[src/rtl/pv_vd_fifo.sv]
// rtl/pv_vd_fifo.sv - Vd sample FIFO between network solver and PV cell model
// Optional empty-cycle write-to-read bypass enabled by defining PV_VD_FIFO_BYPASS_EN.
module pv_vd_fifo #(
    parameter int WIDTH  = 32,
    parameter int ADDR_W = 4,
    parameter int DEPTH  = 16
) (
    input  logic              clk,
    input  logic              rst,
    input  logic              flush,
    input  logic              wr_en,
    input  logic [WIDTH-1:0]  wr_data,
    input  logic              rd_en,
    output logic [WIDTH-1:0]  rd_data,
    output logic              rd_valid,
    output logic              full,
    output logic              empty,
    output logic [ADDR_W:0]   count,
    output logic              overflow,
    output logic              underflow
);

    localparam logic [ADDR_W:0] FULL_CNT = (ADDR_W+1)'(DEPTH);

    logic [WIDTH-1:0]  mem [DEPTH];
    logic [ADDR_W-1:0] wr_ptr_q, wr_ptr_d;
    logic [ADDR_W-1:0] rd_ptr_q, rd_ptr_d;
    logic [ADDR_W:0]   count_q, count_d;
    logic [WIDTH-1:0]  rd_data_q, rd_data_d;
    logic              rd_valid_d, rd_valid_q;
    logic              overflow_q, overflow_d;
    logic              underflow_q, underflow_d;
    logic              full_w, empty_w;
    logic              wr_acc, rd_acc, bypass;

    // Flags decode only from registered occupancy, never from the strobes.
    assign full_w  = (count_q == FULL_CNT);
    assign empty_w = (count_q == '0);

    always_comb begin
        bypass      = 1'b0;
        rd_acc      = rd_en && !empty_w;
        wr_acc      = wr_en && (!full_w || rd_en);
        overflow_d  = overflow_q  || (wr_en && full_w && !rd_en);
        underflow_d = underflow_q || (rd_en && empty_w);
`ifdef PV_VD_FIFO_BYPASS_EN
        if (empty_w && rd_en && wr_en) begin
            bypass      = 1'b1;
            wr_acc      = 1'b0;
            underflow_d = underflow_q;
        end
`endif
        wr_ptr_d   = wr_acc ? wr_ptr_q + ADDR_W'(1) : wr_ptr_q;
        rd_ptr_d   = rd_acc ? rd_ptr_q + ADDR_W'(1) : rd_ptr_q;
        rd_valid_d = rd_acc || bypass;
        rd_data_d  = rd_data_q;
        if (bypass)
            rd_data_d = wr_data;
        else if (rd_acc)
            rd_data_d = mem[rd_ptr_q];
        count_d = count_q;
        if (wr_acc && !rd_acc)
            count_d = count_q + (ADDR_W+1)'(1);
        else if (rd_acc && !wr_acc)
            count_d = count_q - (ADDR_W+1)'(1);
    end

    always_ff @(posedge clk) begin
        if (!rst) begin
            wr_ptr_q    <= '0;
            rd_ptr_q    <= '0;
            count_q     <= '0;
            rd_data_q   <= '0;
            rd_valid_q  <= 1'b0;
            overflow_q  <= 1'b0;
            underflow_q <= 1'b0;
        end else if (flush) begin
            wr_ptr_q    <= '0;
            rd_ptr_q    <= '0;
            count_q     <= '0;
            rd_valid_q  <= 1'b0;
            overflow_q  <= 1'b0;
            underflow_q <= 1'b0;
        end else begin
            wr_ptr_q    <= wr_ptr_d;
            rd_ptr_q    <= rd_ptr_d;
            count_q     <= count_d;
            rd_data_q   <= rd_data_d;
            rd_valid_q  <= rd_valid_d;
            overflow_q  <= overflow_d;
            underflow_q <= underflow_d;
        end
    end

    // Storage is deliberately left uninitialised on reset.
    always_ff @(posedge clk) begin
        if (rst && !flush && wr_acc)
            mem[wr_ptr_q] <= wr_data;
    end

    assign rd_data   = rd_data_q;
    assign rd_valid  = rd_valid_q;
    assign full      = full_w;
    assign empty     = empty_w;
    assign count     = count_q;
    assign overflow  = overflow_q;
    assign underflow = underflow_q;

endmodule
[config.mk]
export PLATFORM = sky130hd
export DESIGN_NAME = pv_vd_fifo
export DESIGN_NICKNAME = d
export VERILOG_FILES = /design/src/rtl/pv_vd_fifo.sv
export SDC_FILE = /design/constraint.sdc
export NUM_CORES = 1
export LEC_CHECK = 0
export CAP_MARGIN = 20
export CORE_UTILIZATION = 65
export CTS_CLUSTER_SIZE = 30
export DETAILED_ROUTE_END_ITERATION = 7
export PLACE_DENSITY_LB_ADDON = 0.25
export SLEW_MARGIN = 20
export SYNTH_ARGS = -nofsm -noshare
export SYNTH_HDL_FRONTEND = slang
export SYNTH_SLANG_ARGS = --single-unit
[constraint.sdc]
create_clock -name clk -period 5.2 [get_ports clk]
set_input_delay 1.04 -clock clk [delete_from_list [all_inputs] [get_ports clk]]
set_output_delay 1.04 -clock clk [all_outputs]
set_load 0.02 [all_outputs]
Word-level counts from Yosys, hierarchy flattened. Memory sizes are Yosys's and may differ from the RTL's. A register that Yosys moved wholly into a read port is not among the register bits. Index checks and enable logic that the tools add are counted.

Memories: 1. Word-level logic and storage cells: 41. Register bits after elaboration: 16. Output and inout bits: 42. Bits in writable memories: 512. Input port bits: 37. Bits in latches: 0. Memory bits (read-only): 0.

Shifts and indexed selects: 0. Muxes and demuxes: 4. Divide/modulo/power cells: 0. Reductions and logical operators: 23. Multipliers: 0. Bitwise operators: 2. Order comparisons: 0. $add $sub $neg: 4. Equality and inequality tests: 1.

Memory list: mem (words 16, width 32, rd ports 1, clocked after memory_dff 1, wr ports 1, RTL line 25) `logic [WIDTH-1:0] mem [DEPTH];`.

Operator list (count): 2-to-1 mux 5 bit (2); logical AND 1 bit (9); adder 4 x 1 -> 4 bit (second input constant) (2); zero test 1 bit (7); adder 5 x 1 -> 5 bit (second input constant) (1); == test 5 bit (second input constant) (1); zero test 5 bit (1); subtractor 5 x 1 -> 5 bit (second input constant) (1); logical OR 1 bit (3); 2-to-1 mux 1 bit (2); inverter 1 bit (2); AND reduction 2 bit (1); nonzero test 2 bit (1); OR reduction 2 bit (1).

Depth between registers and ports, before layout.
Word-level depth: 8. Gate-level depth with buffers: 11. Gate-level depth less buffers: 9.

Worst setup path after synthesis. OpenSTA, ideal clock, no wires.

Path kind: input to register. From: in flush. To: mem mem[0][0] (enable). Data arrival time: 3.084 ns. Library setup time: 0.421 ns. Buffers on the path: 1. Data required time: 4.779 ns. Cell stages on the path: 4. Slack: 1.695 ns. Cells stage by stage: nand2b_1 > clkbuf_1 > or3_1 > nor2_1.

Word-level cells in the longest chain between the ends: 5.

RTL lines: start: declaration (RTL line 10) `input logic flush,`; zero test 1 bit (RTL line 97) `if (rst && !flush && wr_acc)`; logical AND 1 bit (2 in series) (RTL line 97); 2-to-1 mux 1 bit (RTL line 97); 2-to-1 mux 1 bit (not written as such) (RTL line 98) `mem[wr_ptr_q] <= wr_data;`; end: declaration (RTL line 25).

No other way between the ends.

Final worst setup path.
From: in rd_en. To: mem mem[5][29] (enable).

Word-level cells in the longest chain between the ends: 5.

RTL lines: start: declaration (RTL line 13) `input logic rd_en,`; logical OR 1 bit (RTL line 43) `wr_acc = wr_en && (!full_w || rd_en);`; logical AND 1 bit (RTL line 43); logical AND 1 bit (RTL line 97); 2-to-1 mux 1 bit (RTL line 97); 2-to-1 mux 1 bit (not written as such) (RTL line 98).

No other way between the ends.

==> impl_metrics.py <==
metrics = {
    "setup_path": {
        "required_ns": 5.47,
        "cpLargestDelayFamily": "simple AND/OR/NAND/NOR gates",
        "crit_fanout": 25,
        "critical_path_class": "in2reg",
        "worstSetupStartpointType": "input pin",
        "max_stage_delay_ns": 0.80,
        "cp.arrival_ns": 3.69,
        "worst-path-buf-inv": 2,
        "cp_cell_sequence": "clkdlybuf4s50_1, nand2b_1, o21a_1, nand2_1, nor2_4, buf_4",
        "crit_path_end_kind": "register",
        "slowest_stage": "nor2_4",
    },
    "global_routing": {
        "met2_usage_pct": 48.9,
        "busiest_layer": "met2",
        "use_met3_pct": 4.81,
        "grt_pass1_wl_microns": 69100,
        "overflow": 0,
        "grt_max_degree": 86,
        "use_met1_pct": 39.0,
        "antenna_found_initial": 0,
        "grt_pass1_vias": 10716,
        "grt.total_usage_pct": 29.2,
    },
    "cts": {
        "htreeDepth": 2,
        "hold_buffers": 0,
        "cts_tree": "built",
        "ctsResizeCount": 0,
        "cts_sinks": 560,
        "insertion_delay_ns": 0.57,
        "cts_buffers": 52,
        "clock_path_buffers": 3,
        "post_cts_buffers": 0,
        "cts-root-buf": "clkbuf_16",
        "cts.reportedPaths.clkPinSlew_ns": 0.06,
    },
    "power_and_ir_drop": {
        "power.total_mw": 9.56,
        "p_per_area_nw_per_um2": 391,
        "p_leak_nw": 7.52,
        "ir_drop_mv": 0.303,
    },
    "die": {
        "dieHeight_microns": 183,
        "initial_utilization_pct": 66.7,
        "floorplan.io_pins": 79,
        "design.die.area_sq_um": 33400,
        "die_w_microns": 183,
        "std_cell_rows": 65,
        "core_area_sq_um": 31900,
    },
    "outcome": {
        "status": "complete, no violations",
    },
    "route": {
        "drc": 0,
        "wirelength_microns": 46700,
        "routedWlPerCell_microns": 30.1,
        "antenna_left": 0,
        "drt_iter0_drc": 1309,
        "viasPerCell": 6.61,
        "dr.pass1.iters": 5,
        "vias": 10263,
    },
    "finish": {
        "final_core_util_pct": 76.7,
        "area_growth_pct": 15.0,
        "drive_gt1_share_pct": 26.1,
        "finish.instance_area_sq_um": 24500,
        "diodes": 0,
        "nNetsFinal": 1122,
        "final-instance-count-excl-fill": 1553,
    },
    "synth": {
        "ys_warn_count": 0,
        "syn_nets": 1012,
        "synth_top_area_share_pct": 72.3,
        "ys_seq_area_share_pct": 76.8,
        "yosys_register_bits": 560,
        "synth_top_cell_by_area": "edfxtp_1",
        "yosysUniqueCellTypes": 33,
        "synth_flop_cell": "edfxtp_1",
        "synth.area.top_cells": "edfxtp_1, mux4_2, dfxtp_1",
        "synth.avg_cell_area_sq_um": 22.0,
        "synth_edf_count": 512,
        "yosys.cell_count.top_type": "edfxtp_1",
        "synth_area_sq_um": 21300,
        "syn_inst": 965,
        "synth_async_sr_flop_share_pct": 0,
        "yosys-top-cells-count": "edfxtp_1, mux4_2, nor2_1, dfxtp_1, mux2i_1",
    },
    "placed_design": {
        "io_buffers": 78,
        "dpl-instance-area_sq_um": 22700,
        "dp_cells": 1455,
        "dp_hpwl_microns": 25300,
        "gp_congestion": 0.790,
    },
    "sta": {
        "worstMarginPinSlew_ns": 1.06,
        "relSlewSlack_pct": 29.0,
        "skew_ns": 0.0218,
        "setup_tns_ns": 0,
        "slew_viol_final": 0,
        "setup_viol_count_final": 0,
        "max_freq_mhz": 293,
        "rsz0062_at_grt": "false",
        "finalCritPeriodShare_pct": 65.7,
        "final_hold_viol_count": 0,
        "period_minus_slack_ns": 3.42,
    },
    "worst_hold_path": {
        "worstHoldPathType": "reg2reg",
    },
    "flow_run": {
        "maxCapViolCount": 0,
    },
}
[through the flow]
| step | setup WS [ns] | hold slack, ns |
|---|---|---|
| 2_1_floorplan | 1.70 | 0.528 |
| 3_3_place_gp | 1.36 | 0.467 |
| 3_5_place_dp | 1.28 | 0.473 |
| 4_1_cts | 1.77 | 0.491 |
| 5_1_grt | 1.66 | 0.498 |
| 6_report | 1.78 | 0.484 |
[state kept, by name, indices dropped and copies added (netlist names)]
signal and count:
rd_ptr_q 4, mem 512, wr_ptr_q 4, overflow 1, underflow 1, count 5, rd_valid 1, rd_data 32
[layout by cell type (no fill, tap or decap), types with 9 or more instances in the layout]
| cell | Yosys | layout |
|---|---|---|
| edfxtp_1 | 512 | 512 |
| mux4_2 | 128 | 128 |
| clkdlybuf4s50_1 | 0 | 78 |
| nor2_1 | 69 | 53 |
| clkbuf_16 | 0 | 53 |
| dfxtp_1 | 48 | 45 |
| mux2i_1 | 37 | 37 |
| mux2_2 | 32 | 32 |
| a221o_1 | 32 | 32 |
| buf_4 | 3 | 26 |
| nor2_4 | 0 | 16 |
| ha_1 | 9 | 9 |
| clkbuf_1 | 17 | 9 |
[worst min-delay path, stage by stage (launching register included)]
cell and delay, ns:
dfxtp_1 0.33, a21oi_1 0.04, nor2_1 0.08
[area by class of cell]
| cell class | instances | area, sq um |
|---|---|---|
| sequential | 560 | 16300 |
| fill | 1640 | 7430 |
| multi-input combinational | 350 | 4760 |
| clock buffer | 66 | 1420 |
| timing repair buffer | 107 | 1040 |
| tap | 435 | 544 |
| clock inverter | 31 | 332 |
| inverter | 4 | 15.0 |
[path summary, 6_finish.rpt]
| kind | startpoint | end | slack [ns] | depth (start not counted) |
|---|---|---|---|---|
| max | rd_en | mem[5][29] | 1.78 | 6 |
| max reg2reg | count[0] | count[4] | 2.24 | 9 |
| min reg2reg | underflow | underflow | 0.48 | 2 |
| min | underflow | underflow | 0.48 | 2 |
[per-layer routing]
metal  routed length [microns]  vias to the layer above
met5                         0                        -
met4                      1850                        0
met3                      3610                      110
met2                     23900                      544
met1                     17300                     5364
li1                          -                     4245
[report_power, final]
group          switching (mW)  leakage [nW]  total, mW  internal, mW
logic                   0.371          1.70      0.692         0.321
clock network            1.64         0.832       3.88          2.23
registers              0.0372          5.00       4.99          4.95
total                    2.05          7.52       9.56          7.51
[cells by family (layout without fill, tap and decap cells)]
| kind of cell | count (synthesis) | count (layout) | share of synthesized area, % |
|---|---|---|---|
| flip-flops | 560 | 560 | 76.8 |
| buffers and inverters | 55 | 208 | 1.38 |
| AO/OA/AOI/OAI | 48 | 48 | 2.09 |
| adder cells (fa/ha/maj) | 10 | 10 | 0.624 |
| XOR/XNOR | 9 | 9 | 0.371 |
| AND/OR/NAND/NOR | 86 | 86 | 1.68 |
| multiplexers | 197 | 197 | 17.0 |
No activity file was read; power rests on OpenSTA's default activity.
